`config.mk`:
```
export PLATFORM = sky130hd
export DESIGN_NAME = uart_apb_sequencer
export DESIGN_NICKNAME = d
export VERILOG_FILES = /design/src/rtl/uart_apb_seq_pkg.sv /design/src/rtl/uart_apb_seq_master.sv /design/src/rtl/uart_apb_sequencer.sv
export SDC_FILE = /design/constraint.sdc
export NUM_CORES = 1
export LEC_CHECK = 0
export ABC_AREA = 1
export CAP_MARGIN = 20
export CORE_MARGIN = 2
export CORE_UTILIZATION = 52
export DETAILED_ROUTE_END_ITERATION = 16
export GPL_TIMING_DRIVEN = 0
export MAX_ROUTING_LAYER = met4
export PLACE_DENSITY_LB_ADDON = 0.1
export SYNTH_ARGS = -nofsm -noshare
export SYNTH_HDL_FRONTEND = slang
export SYNTH_HIERARCHICAL = 1
export SYNTH_SLANG_ARGS = --single-unit
export TNS_END_PERCENT = 50
```
`constraint.sdc`:
```
create_clock -name clk -period 3.8 [get_ports clk]
set_input_delay 0.76 -clock clk [delete_from_list [all_inputs] [get_ports clk]]
set_output_delay 0.76 -clock clk [all_outputs]
set_load 0.01 [all_outputs]
```
`src/rtl/uart_apb_seq_pkg.sv`:
```
// Shared definitions for the UART APB sequencer.
// Provides the sequencer state encoding, default register addresses and
// the data/count widths used by the top level and the APB transfer engine.
package uart_apb_seq_pkg;

  localparam int unsigned APB_DW   = 32;
  localparam int unsigned RX_CNT_W = 5;

  localparam logic [APB_DW-1:0] TXD_ADDR_DEF  = 32'h0000_0000;
  localparam logic [APB_DW-1:0] RXD_ADDR_DEF  = 32'h0000_0004;
  localparam logic [APB_DW-1:0] STAT_ADDR_DEF = 32'h0000_0008;

  // *_S = APB SETUP cycle on the bus, *_A = APB ACCESS cycle on the bus.
  typedef enum logic [2:0] {
    IDLE,
    ST_S,
    ST_A,
    RD_S,
    RD_A,
    PUSH,
    TX_S,
    TX_A
  } seq_state_t;

endpackage

```
`src/rtl/uart_apb_seq_master.sv`:
```
// Two-phase APB transfer engine (no pready: SETUP then ACCESS, always).
// Ports:
//   clk, rst_          clock, asynchronous active-low reset
//   req                start a transfer; SETUP is driven in the next cycle
//   addr, wr, wdata    transfer attributes, captured together with req
//   prdata             APB read data from the slave
//   done               high during the ACCESS cycle
//   rdata              read data, valid when done is high
//   paddr, pwdata, psel, penable, pwrite   registered APB master outputs
// req is only raised while the engine is idle or in ACCESS, so a new SETUP
// can follow an ACCESS back to back. paddr/pwdata hold between transfers.
module uart_apb_seq_master
  import uart_apb_seq_pkg::*;
(
  input  logic              clk,
  input  logic              rst_,
  input  logic              req,
  input  logic [APB_DW-1:0] addr,
  input  logic              wr,
  input  logic [APB_DW-1:0] wdata,
  input  logic [APB_DW-1:0] prdata,
  output logic              done,
  output logic [APB_DW-1:0] rdata,
  output logic [APB_DW-1:0] paddr,
  output logic [APB_DW-1:0] pwdata,
  output logic              psel,
  output logic              penable,
  output logic              pwrite
);

  always_ff @(posedge clk or negedge rst_) begin
    if (!rst_) begin
      paddr   <= '0;
      pwdata  <= '0;
      psel    <= 1'b0;
      penable <= 1'b0;
      pwrite  <= 1'b0;
    end else if (req) begin
      psel    <= 1'b1;
      penable <= 1'b0;
      paddr   <= addr;
      pwrite  <= wr;
      if (wr) begin
        pwdata <= wdata;
      end
    end else if (psel && !penable) begin
      penable <= 1'b1;
    end else begin
      psel    <= 1'b0;
      penable <= 1'b0;
    end
  end

  assign done  = psel & penable;
  assign rdata = prdata;

endmodule

```
`src/rtl/uart_apb_sequencer.sv`:
```
// APB master servicing the UART top-level APB slave.
// Reads the status word, drains the RX FIFO one byte per RXD read into a
// valid/ready output stream, and writes bytes from a valid/ready input
// stream to the TX data register while the TX FIFO is not full.
// Ports:
//   clk, rst_            clock, asynchronous active-low reset
//   uart_int_i           UART interrupt (level, active high)
//   prdata_i             APB read data
//   paddr_o, pwdata_o, psel_o, penable_o, pwrite_o   APB master bus
//   rx_data_o, rx_valid_o, rx_ready_i                received byte stream
//   tx_data_i, tx_valid_i, tx_ready_o                byte stream to send
//   busy_o               sequencer not idle
// Optional: define UART_APB_SEQ_POLL_EN to start a status read every
// POLL_CYCLES idle cycles even without an interrupt.
module uart_apb_sequencer
  import uart_apb_seq_pkg::*;
#(
  parameter logic [APB_DW-1:0] TXD_ADDR    = TXD_ADDR_DEF,
  parameter logic [APB_DW-1:0] RXD_ADDR    = RXD_ADDR_DEF,
  parameter logic [APB_DW-1:0] STAT_ADDR   = STAT_ADDR_DEF,
  parameter int unsigned       RXCNT_LSB   = 0,
  parameter int unsigned       TXFULL_BIT  = 8,
  parameter int unsigned       POLL_CYCLES = 1024
) (
  input  logic              clk,
  input  logic              rst_,
  input  logic              uart_int_i,
  input  logic [APB_DW-1:0] prdata_i,
  output logic [APB_DW-1:0] paddr_o,
  output logic [APB_DW-1:0] pwdata_o,
  output logic              psel_o,
  output logic              penable_o,
  output logic              pwrite_o,
  output logic [7:0]        rx_data_o,
  output logic              rx_valid_o,
  input  logic              rx_ready_i,
  input  logic [7:0]        tx_data_i,
  input  logic              tx_valid_i,
  output logic              tx_ready_o,
  output logic              busy_o
);

  seq_state_t          state;
  logic [RX_CNT_W-1:0] rx_remain;
  logic                tx_full_q;
  logic [7:0]          rx_data_q;
  logic                rx_valid_q;
  logic                tx_ready_q;

  logic                go_st;
  logic                go_rd;
  logic                go_tx;
  logic                req;
  logic [APB_DW-1:0]   req_addr;
  logic [APB_DW-1:0]   req_wdata;
  logic                done;
  logic [APB_DW-1:0]   rdata;
  logic [RX_CNT_W-1:0] stat_cnt;
  logic                poll_hit;

  // Bits of the data/status word that this block does not interpret.
  logic                unused_rdata;
  assign unused_rdata = ^rdata;

  assign stat_cnt  = rdata[RXCNT_LSB +: RX_CNT_W];
  assign req_wdata = {{(APB_DW-8){1'b0}}, tx_data_i};

`ifdef UART_APB_SEQ_POLL_EN
  localparam int unsigned POLL_W = (POLL_CYCLES > 1) ? $clog2(POLL_CYCLES) : 1;
  logic [POLL_W-1:0] poll_cnt;

  always_ff @(posedge clk or negedge rst_) begin
    if (!rst_) begin
      poll_cnt <= '0;
    end else if (state == IDLE && !poll_hit) begin
      poll_cnt <= poll_cnt + POLL_W'(1);
    end else begin
      poll_cnt <= '0;
    end
  end

  assign poll_hit = (state == IDLE) && (poll_cnt == POLL_W'(POLL_CYCLES - 1));
`else
  assign poll_hit = 1'b0;
`endif

  // The next transfer is decoded one cycle ahead so the engine's SETUP
  // cycle coincides with the FSM entering the matching *_S state.
  always_comb begin
    go_st    = 1'b0;
    go_rd    = 1'b0;
    go_tx    = 1'b0;
    req_addr = STAT_ADDR;
    case (state)
      IDLE: begin
        go_st = uart_int_i | (tx_valid_i & tx_full_q) | poll_hit;
        go_tx = tx_valid_i & ~tx_full_q & ~go_st;
      end
      ST_A: go_rd = done && (stat_cnt != '0);
      PUSH: begin
        if (rx_ready_i) begin
          go_rd = (rx_remain != '0);
          go_st = (rx_remain == '0);
        end
      end
      TX_A: go_st = 1'b1;
      default: ;
    endcase
    if (go_rd) begin
      req_addr = RXD_ADDR;
    end else if (go_tx) begin
      req_addr = TXD_ADDR;
    end
  end

  assign req = go_st | go_rd | go_tx;

  uart_apb_seq_master u_master (
    .clk     (clk),
    .rst_    (rst_),
    .req     (req),
    .addr    (req_addr),
    .wr      (go_tx),
    .wdata   (req_wdata),
    .prdata  (prdata_i),
    .done    (done),
    .rdata   (rdata),
    .paddr   (paddr_o),
    .pwdata  (pwdata_o),
    .psel    (psel_o),
    .penable (penable_o),
    .pwrite  (pwrite_o)
  );

  always_ff @(posedge clk or negedge rst_) begin
    if (!rst_) begin
      state      <= IDLE;
      rx_remain  <= '0;
      tx_full_q  <= 1'b1;
      rx_data_q  <= '0;
      rx_valid_q <= 1'b0;
      tx_ready_q <= 1'b0;
    end else begin
      tx_ready_q <= 1'b0;
      case (state)
        IDLE: begin
          if (go_st) begin
            state <= ST_S;
          end else if (go_tx) begin
            state <= TX_S;
          end
        end
        ST_S: state <= ST_A;
        ST_A: begin
          rx_remain <= stat_cnt;
          tx_full_q <= rdata[TXFULL_BIT];
          state     <= go_rd ? RD_S : IDLE;
        end
        RD_S: state <= RD_A;
        RD_A: begin
          rx_data_q  <= rdata[7:0];
          rx_valid_q <= 1'b1;
          rx_remain  <= rx_remain - RX_CNT_W'(1);
          state      <= PUSH;
        end
        PUSH: begin
          if (rx_ready_i) begin
            rx_valid_q <= 1'b0;
            state      <= go_rd ? RD_S : ST_S;
          end
        end
        TX_S: begin
          tx_ready_q <= 1'b1;
          state      <= TX_A;
        end
        TX_A: begin
          tx_full_q <= 1'b1;
          state     <= ST_S;
        end
        default: state <= IDLE;
      endcase
    end
  end

  assign rx_data_o  = rx_data_q;
  assign rx_valid_o = rx_valid_q;
  assign tx_ready_o = tx_ready_q;
  assign busy_o     = (state != IDLE);

endmodule

```
Word-level counts from Yosys, hierarchy flattened:

Cells that the tools add are included.

* add/subtract/negate cells: 1
* equal/unequal tests: 10
* muxes and demuxes: 22
* bitwise operators: 9
* reductions and logical operators: 14

Operator list (count)
* one-hot mux 3 bit (8 select lines): 1
* == test 3 bit, second input constant: 4
* one-hot mux 5 bit (2 select lines): 1
* nonzero test 5 bit: 2
* two-way mux 1 bit: 9
* two-way mux 3 bit: 3
* two-way mux 4 bit: 2
* == test 3 x 2 -> 1 bit, second input constant: 2
* one-hot mux 1 bit (2 select lines): 3
* AND reduction 2 bit: 3
* nonzero test 2 bit: 3
* logical NOT 5 bit: 1
* subtractor 5 x 1 -> 5 bit, second input constant: 1
* AND 1 bit: 4
* two-way mux 2 bit: 2
* != test 2 bit, second input constant: 2
* == test 3 x 1 -> 1 bit, second input constant: 1
* logical NOT 3 bit: 1
* != test 3 bit, second input constant: 1
* OR 1 bit: 3
* one-hot mux 1 bit (3 select lines): 1
* nonzero test 3 bit: 1
* logical AND 1 bit: 2
* inverter 1 bit: 2
* logical NOT 1 bit: 1

* bits in registers: 62
* input bits: 45
* output and inout port bits: 78
* logic and storage cells: 67

Longest topological paths before layout:

Gate-level depths: netlist of the first run.

* depth after elaboration: 8
* depth in mapped cells: 12

Hierarchy:

Netlist of the first run, hierarchy kept.

By module, submodules not included
* uart_apb_seq_master: instances 1, cells an instance 318, area an instance 2844.0 um2, seq. area each 1676.6 um2
* uart_apb_sequencer: instances 1, cells an instance 129, area an instance 1014.7 um2, seq. area each 476.7 um2

Least setup slack after synthesis of the first run:

Ideal clock, no wire load.

* path type: input to register
* start: input prdata_i[3]
* end: register u_master.pwdata[3]
* library setup time: 0.117 ns
* arrival time: 1.845 ns
* data required time: 3.683 ns
* path slack: 1.839 ns
* stages: 11
* path buffers: 3
* cells stage by stage: buf_4 > nor2_1 > nand3_1 > nand2_1 > o21ai_2 > nor2_2 > nand3_2 > buf_4 > buf_4 > nand3_1 > nand2_1

* cells in the longest elaborated chain, start to end: 6

RTL lines
* from (decl): line uart_apb_sequencer.sv:28 `input logic [APB_DW-1:0] prdata_i,`
* nonzero test 5 bit: line uart_apb_sequencer.sv:99 `ST_A: go_rd = done && (stat_cnt != '0);`
* logical AND 1 bit: line uart_apb_sequencer.sv:99
* one-hot mux 1 bit (2 select lines): line uart_apb_sequencer.sv:94 `case (state)`
* net go_rd: line uart_apb_sequencer.sv:51 `logic go_rd;`
* OR 1 bit (2 in a row): line uart_apb_sequencer.sv:116 `assign req = go_st | go_rd | go_tx;`
* net req: line uart_apb_sequencer.sv:53 `logic req;`
* AND reduction 2 bit (no source line)
* to (signal assigned): line uart_apb_seq_master.sv:44 `pwdata <= wdata;`
* to (decl): line uart_apb_seq_master.sv:25 `output logic [APB_DW-1:0] pwdata,`

The timed path passes the listed nets, and every way through them passes these cells.
A chain may end at the register's enable or synchronous reset.

Worst setup path after layout of the first run:

* start: register state[1]
* end: output busy_o

* cells in the longest elaborated chain, start to end: 1

RTL lines
* from (decl): line uart_apb_sequencer.sv:43 `seq_state_t state;`
* from (signal assigned): line uart_apb_sequencer.sv:157 `state <= go_rd ? RD_S : IDLE;`
* from (signal assigned): line uart_apb_sequencer.sv:169 `state <= go_rd ? RD_S : ST_S;`
* nonzero test 3 bit: line uart_apb_sequencer.sv:188 `assign busy_o = (state != IDLE);`
* to (decl): line uart_apb_sequencer.sv:40 `output logic busy_o`

No other way between the ends.

==> flow_metrics.py, run 1 <==
metrics = {
    "critical_path": {
        "crit_start": "state[1]",
        "cp_cell_sequence": "nor2_2 -> nand2_1 -> clkdlybuf4s50_1",
        "cp-end-kind": "output pin",
        "critPathArrivalTime_ns": 1.59,
        "start_kind": "register",
        "crit_slowest_cell": "dfrtp_1",
        "cp_slowest_stage_delay_ns": 0.48,
        "timing.rr.start": "rx_remain[0]",
        "worstSetupPathType": "register to output pin",
        "critPathRequiredTime_ns": 3.04,
        "path_max_fanout": 7,
    },
    "sta": {
        "skew_ns": 0.00720,
        "rsz0062_at_grt": "false",
        "timing.fmax_mhz": 426,
        "maxSlewViolCount": 0,
        "setup_viol": 0,
        "slew_headroom_pct": 63.3,
        "finalCriticalPeriod_ns": 2.35,
        "fin_ws_ns": 1.45,
        "hold_viol": 0,
        "tightest_slew_ns": 0.551,
        "tns_ns": 0,
        "fin_crit_sh_pct": 61.8,
    },
    "floorplanning": {
        "dieArea_mm2": 0.00778,
        "dieHeight_um": 88.2,
        "die_w_um": 88.2,
        "rows": 30,
        "core_mm2": 0.00683,
        "ios": 123,
        "initial_utilization_pct": 54.0,
    },
    "synthesis": {
        "yosys_warnings": 6,
        "synth_area_mm2": 0.00369,
        "syn_avg_cell_area_um2": 8.69,
        "synthCells": 424,
    },
    "power": {
        "vdd_drop_max_uv": 455,
        "switching_share_pct": 37.0,
        "power_density_mw_per_mm2": 795,
        "clock_power_share_pct": 18.5,
        "net-switching-power_mw": 1.52,
        "p_comb_share_pct": 45.8,
        "p_int_mw": 2.59,
        "p_seq_share_pct": 35.7,
        "p_leak_nw": 2.74,
    },
    "hold_path": {
        "hold_class": "input port to asynchronous set/reset pin",
    },
    "clock_network": {
        "clock-sinks": 86,
        "cts_buffer_depth": 2,
        "worst_skew_pair.late_latency_ns": 0.35,
        "h-tree-depth": 3,
        "root_buffer": "clkbuf_8",
        "cts_hold_buffers": 0,
        "post_cts_buffers": 0,
        "cts_made_buffers": 9,
        "cts.repair.resized": 0,
        "cts_tree": "done",
        "clk_pin_slew_ns": 0.08,
    },
    "cells_and_area": {
        "final_common_cell": "nand2_1",
        "nets": 626,
        "fillerInstances": 542,
        "syn2layout_area_growth_pct": 40.2,
        "layout-drive-gt1-share_pct": 9.42,
        "fin_cells": 680,
        "mostFrequentLayoutCells": "199 x nand2_1, 89 x clkdlybuf4s50_1, 85 x dfrtp_1",
        "antenna_cells": 0,
    },
    "global_routing": {
        "grt.overflow.total": 0,
        "grt_first_pass_wirelength_mm": 13.0,
        "first_global_vias": 2853,
        "grt_max_degree": 47,
        "antenna_found_initial": 0,
        "track_usage_pct": 22.1,
    },
    "drt": {
        "via_count": 3077,
        "drc": 0,
        "routedWlPerCell_um": 11.5,
        "drt-initial-drc-count": 113,
        "wirelength_mm": 7.79,
        "viasPerCell": 4.53,
        "firstDrtPassIters": 4,
        "ant_nets": 0,
    },
    "status": {
        "status": "finished, final reports clean",
    },
    "placement": {
        "placedCellCount": 664,
        "dpl.hpwl_mm": 5.58,
        "gp_congestion": 0.922,
        "pre_cts_slack_ns": 1.30,
        "portBuffers": 90,
    },
    "job": {
        "cap_violations": 0,
    },
}
==> critical path, delay by kind of cell, from the launching register on <==
kind	cells	cell delay (ns)
flops	1	0.48
buf+inv	1	0.48
simple gates	2	0.28
==> path summary, 6_finish.rpt <==
path,end,slack [ns],cells after the start
min in group clk,u_master/pwdata[7],0.47,2
setup reg to reg,u_master/psel,1.91,10
setup / recovery,busy_o,1.45,3
max in group asynchronous,u_master/paddr[23],2.81,2
hold reg to reg,u_master/pwdata[7],0.47,2
hold / removal,u_master/paddr[12],0.39,1
==> sequential cells by signal (all words and copies together) (netlist names) <==
register and flops:
rx_data_o 8, rx_remain 5, rx_valid_o 1, state 3, tx_full_q 1, tx_ready_o 1
u_master/paddr 32, u_master/penable 1, u_master/psel 1, u_master/pwdata 32, u_master/pwrite 1
==> per-stage QoR <==
step	power, mW	hold WS (ns)	instance area (um^2)	utilization (%)
global route	4.43	0.437	5170	75.7
CTS	4.14	0.403	5170	75.7
floorplan	2.51	0.440	3880	-
global placement	3.31	0.453	4910	71.8
finish	4.11	0.389	5170	75.7
detailed placement	3.37	0.457	4930	72.2
==> power by group through the flow <==
stage	Combinational [mW]	Clock, mW	Sequential [mW]
finish	1.88	0.760	1.47
detailed placement	1.89	0	1.48
floorplan	0.903	0	1.60
global route	2.11	0.807	1.51
CTS	1.90	0.771	1.47
global placement	1.83	0	1.47
==> metal layers <==
layer / vias up / GRT usage (%) / part of all wire (%)
li1: 1570 / - / -
met3: 11 / 5.47 / 6.2
met4: 0 / 8.68 / 1.5
met1: 1419 / 29.5 / 45
met2: 77 / 32.8 / 47
met5: - / - / 0
==> cell type report <==
cell class	instances	area, um^2	share of cell area (%)
Sequential cell	86	2150	41.7
Multi-Input combinational cell	343	1450	28.0
Timing Repair Buffer	91	926	17.9
Buffer	28	211	4.09
Clock buffer	10	128	2.47
Tap cell	96	120	2.32
Clock inverter	6	110	2.13
Inverter	20	75.1	1.45
No activity file was read; power rests on OpenSTA's default activity.
==> inputs of run 2 (changes only) <==
Settings changed: CORE_UTILIZATION 52 to 43.
Clock period 3.8 ns to 2.15 ns, I/O delays scaled along.
==> run 2 against run 1 <==
  * Clock-buffer cell count unchanged
  * Combinational power up 77%
  * Register-to-register slack worse by 1.7 ns
==> flow_metrics.py, run 2 (synthesis results as in run 1) <==
metrics = {
    "critical_path": {
        "reg2reg_depth": 11,
        "crit_slowest_cell": "dfrtp_1",
        "cp_slowest_stage_delay_ns": 0.48,
        "cp_cell_sequence": "nor2_2 -> nand2_1 -> clkdlybuf4s50_1",
        "r2r_slack_ns": 0.25,
        "critPathArrivalTime_ns": 1.59,
        "r2r-end": "u_master/pwdata[5]",
        "start_kind": "register",
        "worstSetupPathType": "register to output pin",
        "timing.rr.start": "rx_remain[0]",
        "critPathRequiredTime_ns": 1.72,
        "cp-end-kind": "output pin",
        "path_max_fanout": 7,
    },
    "cells_and_area": {
        "nets": 626,
        "syn2layout_area_growth_pct": 39.8,
        "mostFrequentLayoutCells": "199 x nand2_1, 89 x clkdlybuf4s50_1, 85 x dfrtp_1",
        "layout-drive-gt1-share_pct": 9.42,
        "fillerInstances": 747,
        "final_cell_area_mm2": 0.00515,
        "final_common_cell": "nand2_1",
        "antenna_cells": 0,
    },
    "clock_network": {
        "worst_skew_pair.late_latency_ns": 0.35,
        "cts_buffer_depth": 2,
        "cts_hold_buffers": 0,
        "root_buffer": "clkbuf_8",
        "h-tree-depth": 3,
        "post_cts_buffers": 0,
        "cts.repair.resized": 0,
        "clk_pin_slew_ns": 0.08,
        "cts_tree": "done",
        "cts_made_buffers": 9,
        "clock-sinks": 86,
    },
    "placement": {
        "dpl.hpwl_mm": 6.03,
        "place_area_mm2": 0.00494,
        "gp_congestion": 0.801,
        "pre_cts_slack_ns": -0.0786,
        "portBuffers": 90,
    },
    "drt": {
        "routedWlPerCell_um": 12.0,
        "viasPerCell": 4.46,
        "via_count": 3074,
        "firstDrtPassIters": 6,
        "ant_nets": 0,
        "drc": 0,
        "drt-initial-drc-count": 141,
        "wirelength_mm": 8.28,
    },
    "job": {
        "cap_violations": 0,
    },
    "floorplanning": {
        "dieArea_mm2": 0.00933,
        "ios": 123,
        "die_w_um": 96.6,
        "core_mm2": 0.00826,
        "dieHeight_um": 96.6,
        "rows": 33,
        "initial_utilization_pct": 44.6,
    },
    "global_routing": {
        "track_usage_pct": 19.7,
        "grt_max_degree": 53,
        "first_global_vias": 2885,
        "antenna_found_initial": 0,
        "grt_first_pass_wirelength_mm": 13.6,
        "grt.overflow.total": 0,
    },
    "power": {
        "vdd_drop_max_uv": 665,
        "clock_power_share_pct": 17.0,
        "p_comb_share_pct": 46.5,
        "p_int_mw": 4.46,
        "net-switching-power_mw": 2.70,
        "p_leak_nw": 2.74,
        "p_seq_share_pct": 36.5,
        "power_density_mw_per_mm2": 1390,
        "total_power_mw": 7.16,
        "switching_share_pct": 37.8,
    },
    "sta": {
        "fin_crit_sh_pct": 93.7,
        "rsz0062_at_grt": "false",
        "holdWs_ns": 0.0318,
        "tns_ns": 0,
        "finalCriticalPeriod_ns": 2.02,
        "fin_ws_ns": 0.135,
        "maxSlewViolCount": 0,
        "hold_viol": 0,
        "setup_viol": 0,
        "timing.fmax_mhz": 496,
        "skew_ns": 0.0170,
    },
    "hold_path": {
        "hold_class": "input port to asynchronous set/reset pin",
    },
    "status": {
        "status": "finished, final reports clean",
    },
}
[run 2: cell types whose count changed in the layout (fill, tap and decap cells not counted), sizes merged]
cell | previous run | this run
clkinvlp | 2 | 0
inv | 20 | 21
clkinv | 1 | 3
bufinv | 3 | 2
[run 2: critical path: cells and delay by family (launching register included)]
family / cells / cell delay, ns
flops: 1 / 0.48
buf+inv: 1 / 0.48
simple gates: 2 / 0.29
[run 2: per-stage QoR]
step | utilization, % | instances
global route | 62.4 | 689
CTS | 62.4 | 689
finish | 62.4 | 689
floorplan | - | 477
detailed placement | 59.8 | 673
global placement | 59.5 | 672
[run 2: power by group through the flow]
stage | Combinational, mW | Sequential, mW | Clock [mW]
detailed placement | 3.37 | 2.64 | 0
global placement | 3.29 | 2.62 | 0
floorplan | 1.60 | 2.83 | 0
finish | 3.33 | 2.61 | 1.22
CTS | 3.37 | 2.62 | 1.25
global route | 3.75 | 2.69 | 1.32
[run 2: layout make-up]
| class | instances | area (um^2) | share of cell area, % |
|---|---|---|---|
| plain buffers | 28 | 211 | 4.10 |
| multi-input cells | 343 | 1450 | 28.0 |
| well taps | 105 | 131 | 2.55 |
| repair buffers | 91 | 926 | 18.0 |
| clock buffers | 10 | 128 | 2.48 |
| inverters | 20 | 75.1 | 1.46 |
| clock inverters | 6 | 83.8 | 1.63 |
| flip-flops and latches | 86 | 2150 | 41.8 |
[run 2: how the worst max path moves through the flow]
stage / start / end / slack, ns / depth (start not counted)
CTS: state[1] / busy_o / 0.11 / 3
detailed placement: tx_valid_i / u_master/pwdata[5] / -0.08 / 10
floorplan: state[1] / u_master/pwdata[10] / 0.48 / 8
finish: state[1] / busy_o / 0.13 / 3
global placement: rst_ / u_master/pwdata[30] / -2.54 / 1
global route: state[1] / busy_o / 0.03 / 3
[run 2: routing by layer]
metal  share of wire [%]  up-vias  track usage [%]
met5                   0        -                -
met4                 1.1        0             8.10
met3                 6.4        9             4.65
met2                  46       92             29.5
met1                  46     1404             26.1
li1                    -     1569                -
==> RTL edit: new RTL, settings of run 2 <==
Set the package constant `APB_DW` to 48 (it was 32).
--- a/src/rtl/uart_apb_seq_pkg.sv
+++ b/src/rtl/uart_apb_seq_pkg.sv
@@ -3,7 +3,7 @@
 // the data/count widths used by the top level and the APB transfer engine.
 package uart_apb_seq_pkg;
 
-  localparam int unsigned APB_DW   = 32;
+  localparam int unsigned APB_DW   = 48;
   localparam int unsigned RX_CNT_W = 5;
 
   localparam logic [APB_DW-1:0] TXD_ADDR_DEF  = 32'h0000_0000;
Interface: changed (resized paddr_o, prdata_i and pwdata_o); port bits go from 123 to 171. The function was not compared with the original's and may differ.
==> RTL edit against run 2 <==
  * Sequential cell count up 32
  * Largest cell class unchanged
  * Global-route usage is 0.79 points higher
  * Final cell count rose by 36%
  * Final area grew 41%
  * Power up 54%
  * Setup slack worse by 22 ps
  * Routed wire length rose by 42%
  * Area after synthesis grew 33%
  * Critical path type unchanged
  * Hold slack better by 200 ps
  * Combinational power is 35% higher
  * Non-clock buffer count grew 42
  * Utilization increased by 4.0 points
==> RTL edit: results (changes against run 2) <==
----------------------------------------------------
[Critical path]
  Slowest cell delay on critical path ... 510 ps (+30 ps)
  Worst reg-to-reg setup slack ... 160 ps (-90 ps)
  Crit path max-delay cell type ... sky130_fd_sc_hd__clkdlybuf4s50_1
  Launch point of the worst reg-to-reg path ... state[0]
  Count of cells along the worst register-to-register path ... 12 (+1)
  Terminus of the critical flop-to-flop path ... u_master/pwdata[36]
  Data arrival time at the worst-slack endpoint ... 1610 ps (+20 ps)

[Drt]
  Post-DR wirelength/cell ... 12.5 um (+3.9%)
  Met3 Routed Length ... 609 um (+15%)
  Met1 Wirelength ... 5400 um (+41%)
  Vias ... 4187 (+36%)
  Detailed router's first-iteration violation count ... 236 (+67%)
  Wirelength, routed ... 11700 um (+42%)
  DR WL met2 ... 5580 um (+46%)

[Final layout]
  Fillers ... 935 (+25%)
  Net count of the finished layout ... 852 (+36%)
  Fraction of final layout cells with drive strength greater than 1 ... 0.103 (+0.00832)

[Power]
  Sw Share ... 0.350 (-0.0279)
  Leak pwr ... 3.85 nW (+41%)

[Clock network]
  Number of buffers inserted during clock tree synthesis ... 17 (+8)
  Root cell of the clock tree ... sky130_fd_sc_hd__clkbuf_16
  Clk_lat worst skew ... 400 ps (+50 ps)
  Clock H-tree levels ... 4 (+1)
  Clock transition at path regs ... 50 ps (-30 ps)

[Placement]
  Placed Instances ... 909 (+35%)
  Worst slack, placed ... -371 ps (-293 ps)
  Detailed placement HPWL ... 8130 um (+35%)
  Number of buffers added on ports ... 122 (+36%)
  Final weighted congestion in routability-driven placement ... 0.890 (+11%)

[Hold path]
  Worst min-delay path class ... input pin to flop

[GRT]
  Wire length of the first global-routing pass ... 19700 um (+45%)
  Global-route usage over all layers ... 0.205 (+0.00786)

[Outcome]
  Run status ... finished, final reports clean

[Yosys]
  Cell count after synthesis ... 561 (+32%)

[STA]
  Worst Clk Skew ... 11.4 ps (-5.65 ps)

----------------------------------------------------
RTL edit: repair_timing:
action,4_1_cts,5_1_grt
hold buffers,1,0
hold endpoints to repair,43,0
endpoints found under the setup margin,0,11
gates resized for setup,0,9
RTL edit: worst max-delay path by stage:
| stage | to | slack, ps |
|---|---|---|
| after floorplan | u_master/pwdata[28] | 340 |
| after global placement | u_master/pwdata[18] | -3860 |
| after detailed placement | u_master/pwdata[31] | -370 |
| after CTS | busy_o | 20 |
| after global routing | u_master/pwdata[36] | 20 |
| final | busy_o | 110 |
RTL edit: final cells by class:
type	count	area, um2	share of cell area
timing repair buffer	124	1260	0.173
buffer	37	238	0.0326
tap	140	175	0.0240
sequential	118	2960	0.406
clock buffer	21	470	0.0645
inverter	20	77.6	0.0106
clock inverter	9	150	0.0206
multi-input combinational	471	1960	0.269
RTL edit: power groups by stage:
stage / Clock [mW] / Sequential (mW) / Combinational, mW
floorplan: 0 / 3.86 / 2.05
global placement: 0 / 3.54 / 4.35
detailed placement: 0 / 3.57 / 4.48
CTS: 3.02 / 3.55 / 4.51
global route: 3.12 / 3.67 / 5.00
finish: 2.96 / 3.56 / 4.49
RTL edit: routing by layer:
| layer | up-vias | GRT usage |
|---|---|---|
| met3 | 12 | 0.0607 |
| met2 | 111 | 0.321 |
| met1 | 1954 | 0.261 |
| li1 | 2110 | - |
| met5 | - | - |
| met4 | 0 | 0.0625 |
RTL edit: per-stage QoR:
step	area, um2	hold slack [ps]	TNS [ps]
6_report	7290	234	0
4_1_cts	7270	221	0
5_1_grt	7290	222	0
3_3_place_gp	6610	453	-471340
2_1_floorplan	5220	134	0
3_5_place_dp	6640	382	-23940
RTL edit: worst max-delay path, delay by kind of cell (launching register included):
| kind | cells | cell delay [ps] |
|---|---|---|
| AND/OR/NAND/NOR | 2 | 230 |
| buffers and inverters | 1 | 510 |
| flip-flops | 1 | 470 |
